File: config.mk
export PLATFORM = sky130hd
export DESIGN_NAME = dot_product_accumulator_flat
export DESIGN_NICKNAME = d
export VERILOG_FILES = /design/src/rtl/dot_product_accumulator_pkg.sv /design/src/rtl/dot_product_accumulator_if.sv /design/src/rtl/dot_product_accumulator.sv /design/src/flat_wrapper.sv
export SDC_FILE = /design/constraint.sdc
export NUM_CORES = 1
export LEC_CHECK = 0
export ABC_AREA = 0
export CAP_MARGIN = 20
export CORE_ASPECT_RATIO = 1.75
export CORE_MARGIN = 5
export CORE_UTILIZATION = 60
export DETAILED_ROUTE_END_ITERATION = 7
export DONT_BUFFER_PORTS = 1
export PLACE_DENSITY = 0.81
export SLEW_MARGIN = 25
export SYNTH_ARGS = -nofsm -noshare
export SYNTH_HDL_FRONTEND = slang
export SYNTH_SLANG_ARGS = --single-unit
File: constraint.sdc
create_clock -name clk -period 6 [get_ports clk]
set_input_delay 1.2 -clock clk [delete_from_list [all_inputs] [get_ports clk]]
set_output_delay 1.2 -clock clk [all_outputs]
set_load 0.005 [all_outputs]
File: src/rtl/dot_product_accumulator_pkg.sv
// Shared types and saturating arithmetic for the dot-product accumulator.
// Widths are carried in a fixed wide type so one helper serves any ACC_W.
package dot_acc_pkg;

    typedef enum logic [1:0] {
        IDLE,
        ACCUM,
        DONE
    } state_t;

    localparam int N_DEF     = 5;
    localparam int LEN_DEF   = 4;
    localparam int ACC_W_DEF = 2 * N_DEF + $clog2(LEN_DEF);

    // Wide enough that acc + addend never wraps for any practical ACC_W.
    localparam int SAT_W = 64;
    typedef logic signed [SAT_W-1:0] wide_t;

    // Adds two sign-extended operands and clamps the sum to the signed range
    // of accW bits; ovf reports whether clamping happened.
    function automatic wide_t sat_add(input wide_t acc, input wide_t addend,
                                      input int accW, output logic ovf);
        wide_t sum;
        wide_t maxV;
        wide_t minV;
        sum  = acc + addend;
        maxV = (wide_t'(1) <<< (accW - 1)) - wide_t'(1);
        minV = -maxV - wide_t'(1);
        ovf  = 1'b0;
        if (sum > maxV) begin
            sum = maxV;
            ovf = 1'b1;
        end else if (sum < minV) begin
            sum = minV;
            ovf = 1'b1;
        end
        return sum;
    endfunction

endpackage

File: src/rtl/dot_product_accumulator_if.sv
// Product input stream and result output stream of the dot-product accumulator.
// The slave modport is the accumulator; the master is whoever drives products.
interface dot_product_accumulator_if #(
    parameter int N     = 5,
    parameter int ACC_W = 12
);
    logic             in_valid;
    logic             in_ready;
    logic [2*N-1:0]   product;
    logic             out_valid;
    logic             out_ready;
    logic [ACC_W-1:0] result;
    logic             ovf;

    modport slave (
        input  in_valid, product, out_ready,
        output in_ready, out_valid, result, ovf
    );

    modport master (
        output in_valid, product, out_ready,
        input  in_ready, out_valid, result, ovf
    );
endinterface

File: src/rtl/dot_product_accumulator.sv
// Sums groups of LEN signed products into a saturating accumulator and holds
// each finished dot-product on a registered valid/ready output.
module dot_product_accumulator
    import dot_acc_pkg::*;
#(
    parameter int N     = N_DEF,
    parameter int LEN   = LEN_DEF,
    parameter int ACC_W = 2 * N + $clog2(LEN)
) (
    input  logic clk,
    input  logic rst,
    input  logic clear,
    dot_product_accumulator_if.slave bus
);

    localparam int CNT_W = $clog2(LEN);

    state_t                  state_q;
    logic signed [ACC_W-1:0] acc_q;
    logic signed [ACC_W-1:0] result_q;
    logic [CNT_W-1:0]        count_q;
    logic                    ovfInt_q;
    logic                    ovf_q;
    logic                    outValid_q;

    logic signed [ACC_W-1:0] acc_d;
    logic                    satOvf_d;
    logic                    lastBeat;
    wide_t                   accWide;
    wide_t                   prodWide;

    always_comb begin
        accWide  = {{(SAT_W - ACC_W){acc_q[ACC_W-1]}}, acc_q};
        prodWide = {{(SAT_W - 2 * N){bus.product[2*N-1]}}, bus.product};
        satOvf_d = 1'b0;
        acc_d    = ACC_W'(sat_add(accWide, prodWide, ACC_W, satOvf_d));
    end

    assign lastBeat = (count_q == CNT_W'(LEN - 1));

    // Clear beats both a simultaneous accept and a simultaneous output handshake.
    always_ff @(posedge clk or posedge rst) begin
        if (rst) begin
            state_q    <= IDLE;
            acc_q      <= '0;
            count_q    <= '0;
            ovfInt_q   <= 1'b0;
            result_q   <= '0;
            ovf_q      <= 1'b0;
            outValid_q <= 1'b0;
        end else if (clear) begin
            state_q    <= IDLE;
            acc_q      <= '0;
            count_q    <= '0;
            ovfInt_q   <= 1'b0;
            ovf_q      <= 1'b0;
            outValid_q <= 1'b0;
        end else begin
            case (state_q)
                IDLE, ACCUM: begin
                    if (bus.in_valid) begin
                        acc_q    <= acc_d;
                        ovfInt_q <= ovfInt_q | satOvf_d;
                        if (lastBeat) begin
                            result_q   <= acc_d;
                            ovf_q      <= ovfInt_q | satOvf_d;
                            outValid_q <= 1'b1;
                            state_q    <= DONE;
                        end else begin
                            count_q <= count_q + CNT_W'(1);
                            state_q <= ACCUM;
                        end
                    end
                end
                DONE: begin
                    if (bus.out_ready) begin
                        outValid_q <= 1'b0;
                        ovf_q      <= 1'b0;
                        acc_q      <= '0;
                        count_q    <= '0;
                        ovfInt_q   <= 1'b0;
                        state_q    <= IDLE;
                    end
                end
                default: begin
                    state_q <= IDLE;
                end
            endcase
        end
    end

    assign bus.in_ready  = (state_q != DONE);
    assign bus.out_valid = outValid_q;
    assign bus.result    = result_q;
    assign bus.ovf       = ovf_q;

endmodule

File: src/flat_wrapper.sv
// flat-port wrapper written by rule: the top's interface ports become plain ports
module dot_product_accumulator_flat import dot_acc_pkg::*;
#(
    parameter int N     = N_DEF,
    parameter int LEN   = LEN_DEF,
    parameter int ACC_W = 2 * N + $clog2(LEN)
)
  (clk, rst, clear, bus_in_valid, bus_product, bus_out_ready, bus_in_ready, bus_out_valid, bus_result, bus_ovf);
  dot_product_accumulator_if #(.N(N), .ACC_W(ACC_W)) bus_i ();
  input  logic clk;
  input  logic rst;
  input  logic clear;
  input wire logic [$bits(bus_i.in_valid)-1:0] bus_in_valid;
  input wire logic [$bits(bus_i.product)-1:0] bus_product;
  input wire logic [$bits(bus_i.out_ready)-1:0] bus_out_ready;
  output wire logic [$bits(bus_i.in_ready)-1:0] bus_in_ready;
  output wire logic [$bits(bus_i.out_valid)-1:0] bus_out_valid;
  output wire logic [$bits(bus_i.result)-1:0] bus_result;
  output wire logic [$bits(bus_i.ovf)-1:0] bus_ovf;
  assign bus_i.in_valid = bus_in_valid;
  assign bus_i.product = bus_product;
  assign bus_i.out_ready = bus_out_ready;
  assign bus_in_ready = bus_i.in_ready;
  assign bus_out_valid = bus_i.out_valid;
  assign bus_result = bus_i.result;
  assign bus_ovf = bus_i.ovf;
  dot_product_accumulator #(.N(N), .LEN(LEN), .ACC_W(ACC_W)) u_core (.clk(clk), .rst(rst), .clear(clear), .bus(bus_i));
endmodule
==> results.json <==
{
  "status": "finished, final reports clean",
  "netlist_instances": 201,
  "maxCapViolations": 0,
  "clockRootBuffer": "clkbuf_8",
  "hold_path_end": "u_core.acc_q[10]$_DFFE_PP0P_",
  "cts_resized": 0,
  "netlist-cell-type-count": 40,
  "die_w_um": 52.1,
  "groute.usage.overall_pct": 21.3,
  "finalCritPeriodShare_pct": 58.6,
  "worst_pin_slew_ns": 0.913,
  "p_leak_uw": 0.000877,
  "cts_tree": "yes",
  "instances_no_fill": 245,
  "cts_buffers": 5,
  "maxSlewViolCount": 0,
  "crit_arrival_ns": 3.70,
  "synthTopCellsByCount": "nand2_1 (34), dfrtp_1 (31), o21ai_1 (25)",
  "final_antenna_net_count": 0,
  "finalWeightedCongestion": 0.851,
  "drt-total-wl_mm": 4.06,
  "insertion_delay_ns": 0.28,
  "r2r_slack_ns": 3.02,
  "post-dp-hpwl_mm": 3.16,
  "hold_buffers": 0,
  "ys_top_cells_by_area": "dfrtp_1 (42%), ha_1 (8.7%), nand2_1 (6.8%)",
  "synth_edf_count": 0,
  "io_pins": 30,
  "ys_async_sr_fraction_pct": 100,
  "setup_viol": 0,
  "yosysTopAreaCellShare_pct": 41.6,
  "synthToLayoutAreaGrowth_pct": 5.37,
  "nets": 231,
  "syn_area_um2": 1860,
  "cts.sinks": 31,
  "max_slew_margin_pct": 38.9,
  "antenna_found_initial": 0,
  "drc_errors": 0,
  "hold_depth": 2,
  "grt_first_pass_wirelength_mm": 7.25,
  "diodes": 0,
  "end_kind": "flip-flop",
  "critPathMaxFanout": 11,
  "start_util_pct": 63.0,
  "drt_pass1_iterations": 4,
  "avgSynthCellArea_um2": 9.28,
  "cts_buffer_depth": 2,
  "post-cts-setup-buffer-count": 0,
  "hold_violations": 0,
  "post-synth-top-count-cell": "nand2_1",
  "yosysWarnings": 0,
  "p_per_area_nw_per_um2": 449,
  "postLayoutCoreUtil_pct": 66.4,
  "synth_top_area_cell": "dfrtp_1",
  "layout-drive-gt1-share_pct": 11.3,
  "ys_ff_latch": 31,
  "htreeDepth": 2,
  "rsz0062_at_grt": "no",
  "wl_per_cell_um": 16.6,
  "start_kind": "input port",
  "total_power_uw": 882,
  "fin_skew_ns": 0.00755,
  "vias_per_cell": 6.00,
  "dieArea_um2": 4370,
  "num_rows": 26,
  "grt_start_max_net_pins": 32,
  "core_area_um2": 2960,
  "first_iter_violations": 27,
  "synth-main-ff-cell": "dfrtp_1",
  "reg2reg_depth": 10,
  "place_inst": 237,
  "tns_ns": 0,
  "period_needed_ns": 3.52,
  "required_ns": 6.18,
  "port_buffers": 0,
  "critPathKind": "input port to flip-flop",
  "grt_overflow_total": 0,
  "r2r-start": "u_core.acc_q[0]$_DFFE_PP0P_",
  "hold_start": "u_core.acc_q[10]$_DFFE_PP0P_",
  "clk_pin_slew_worst_paths_ns": 0.06,
  "num_vias": 1470,
  "fp.dieH_um": 83.7,
  "peakVddDrop_mv": 0.240,
  "r2r-end": "u_core.bus.result[2]$_DFFE_PP0P_",
  "fmax_mhz": 284,
  "hold_class": "flip-flop to flip-flop",
  "syn_nets": 230,
  "grt_pass1_vias": 1565,
  "ys_seq_area_share_pct": 41.6
}
-- worst max-delay path, cell delays in order --
cell,delay (ns)
ha_1,0.17
inv_1,0.06
fa_1,0.37
nand2b_1,0.20
a21oi_2,0.25
o21bai_4,0.12
o211a_1,0.25
mux2i_2,0.66
a31oi_1,0.23
o21ai_1,0.19
-- layer usage --
metal / vias to the layer above / routed length [um] / GRT usage [%]
met5: - / 0 / 0
met4: 0 / 102 / 8.60
met3: 13 / 210 / 5.01
met2: 50 / 2080 / 34.9
met1: 697 / 1660 / 26.3
li1: 710 / - / -
-- kinds of logic after synthesis --
group | count (synthesis) | share of synthesized area (%)
mux | 2 | 1.14
simple gates | 61 | 14.8
compound gates | 70 | 25.0
flops | 31 | 41.6
xor+xnor | 8 | 3.76
buf+inv | 15 | 3.83
fa+ha+maj | 14 | 9.80
-- how the worst max path moves through the flow --
stage                                             to  cells past startpoint  slack (ns)            from
finish              u_core.bus.result[2]$_DFFE_PP0P_                     10        2.48  bus_product[0]
global route        u_core.bus.result[2]$_DFFE_PP0P_                     10        2.27  bus_product[0]
CTS                 u_core.bus.result[2]$_DFFE_PP0P_                     10        2.51  bus_product[0]
detailed placement  u_core.bus.result[2]$_DFFE_PP0P_                     10        2.23  bus_product[0]
global placement    u_core.bus.result[2]$_DFFE_PP0P_                     10        2.10  bus_product[0]
floorplan                 u_core.bus.ovf$_DFFE_PP0P_                     10        2.86  bus_product[0]
-- registers in the layout, summed over array words and instances (netlist names) --
register              flops
u_core.bus.result        12
u_core.bus.out_valid      1
u_core.acc_q             12
u_core.ovfInt_q           1
u_core.bus.ovf            1
u_core.count_q            2
u_core.state_q            2
-- through the flow --
step                      worst slack (ns)  hold slack, ns  cell area (um2)
final                                 2.48           0.493             1960
after floorplan                       2.86           0.454             1860
after global placement                2.10           0.472             1880
after CTS                             2.51           0.495             1960
after global routing                  2.27           0.530             1960
after detailed placement              2.23           0.481             1880
-- report_power, final --
part	internal, uW	total, uW	switching [uW]	leakage, uW
clock network	81.2	153	72.0	0.0000422
logic	166	406	240	0.000426
registers	273	322	48.8	0.000410
total	521	882	361	0.000877
-- layout make-up --
cell class | instances | area (um2)
multi-input cells | 155 | 1020
fillers | 248 | 996
flip-flops and latches | 31 | 776
clock buffers | 7 | 76.3
well taps | 42 | 52.6
inverters | 9 | 33.8
clock inverters | 1 | 5.00
-- cells in the final DEF (no fill, tap or decap), types with 3 or more instances in the layout --
cell type	instances
nand2_1	34
dfrtp_1	31
o21ai_1	25
ha_1	13
nor2_1	11
a21oi_2	10
a21oi_1	10
inv_1	8
xnor2_1	6
clkbuf_8	5
nand2b_1	4
o211ai_1	3
nor2b_1	3
o22ai_1	3
a211oi_1	3
o21ai_0	3
(Power assumes the default switching activity.)
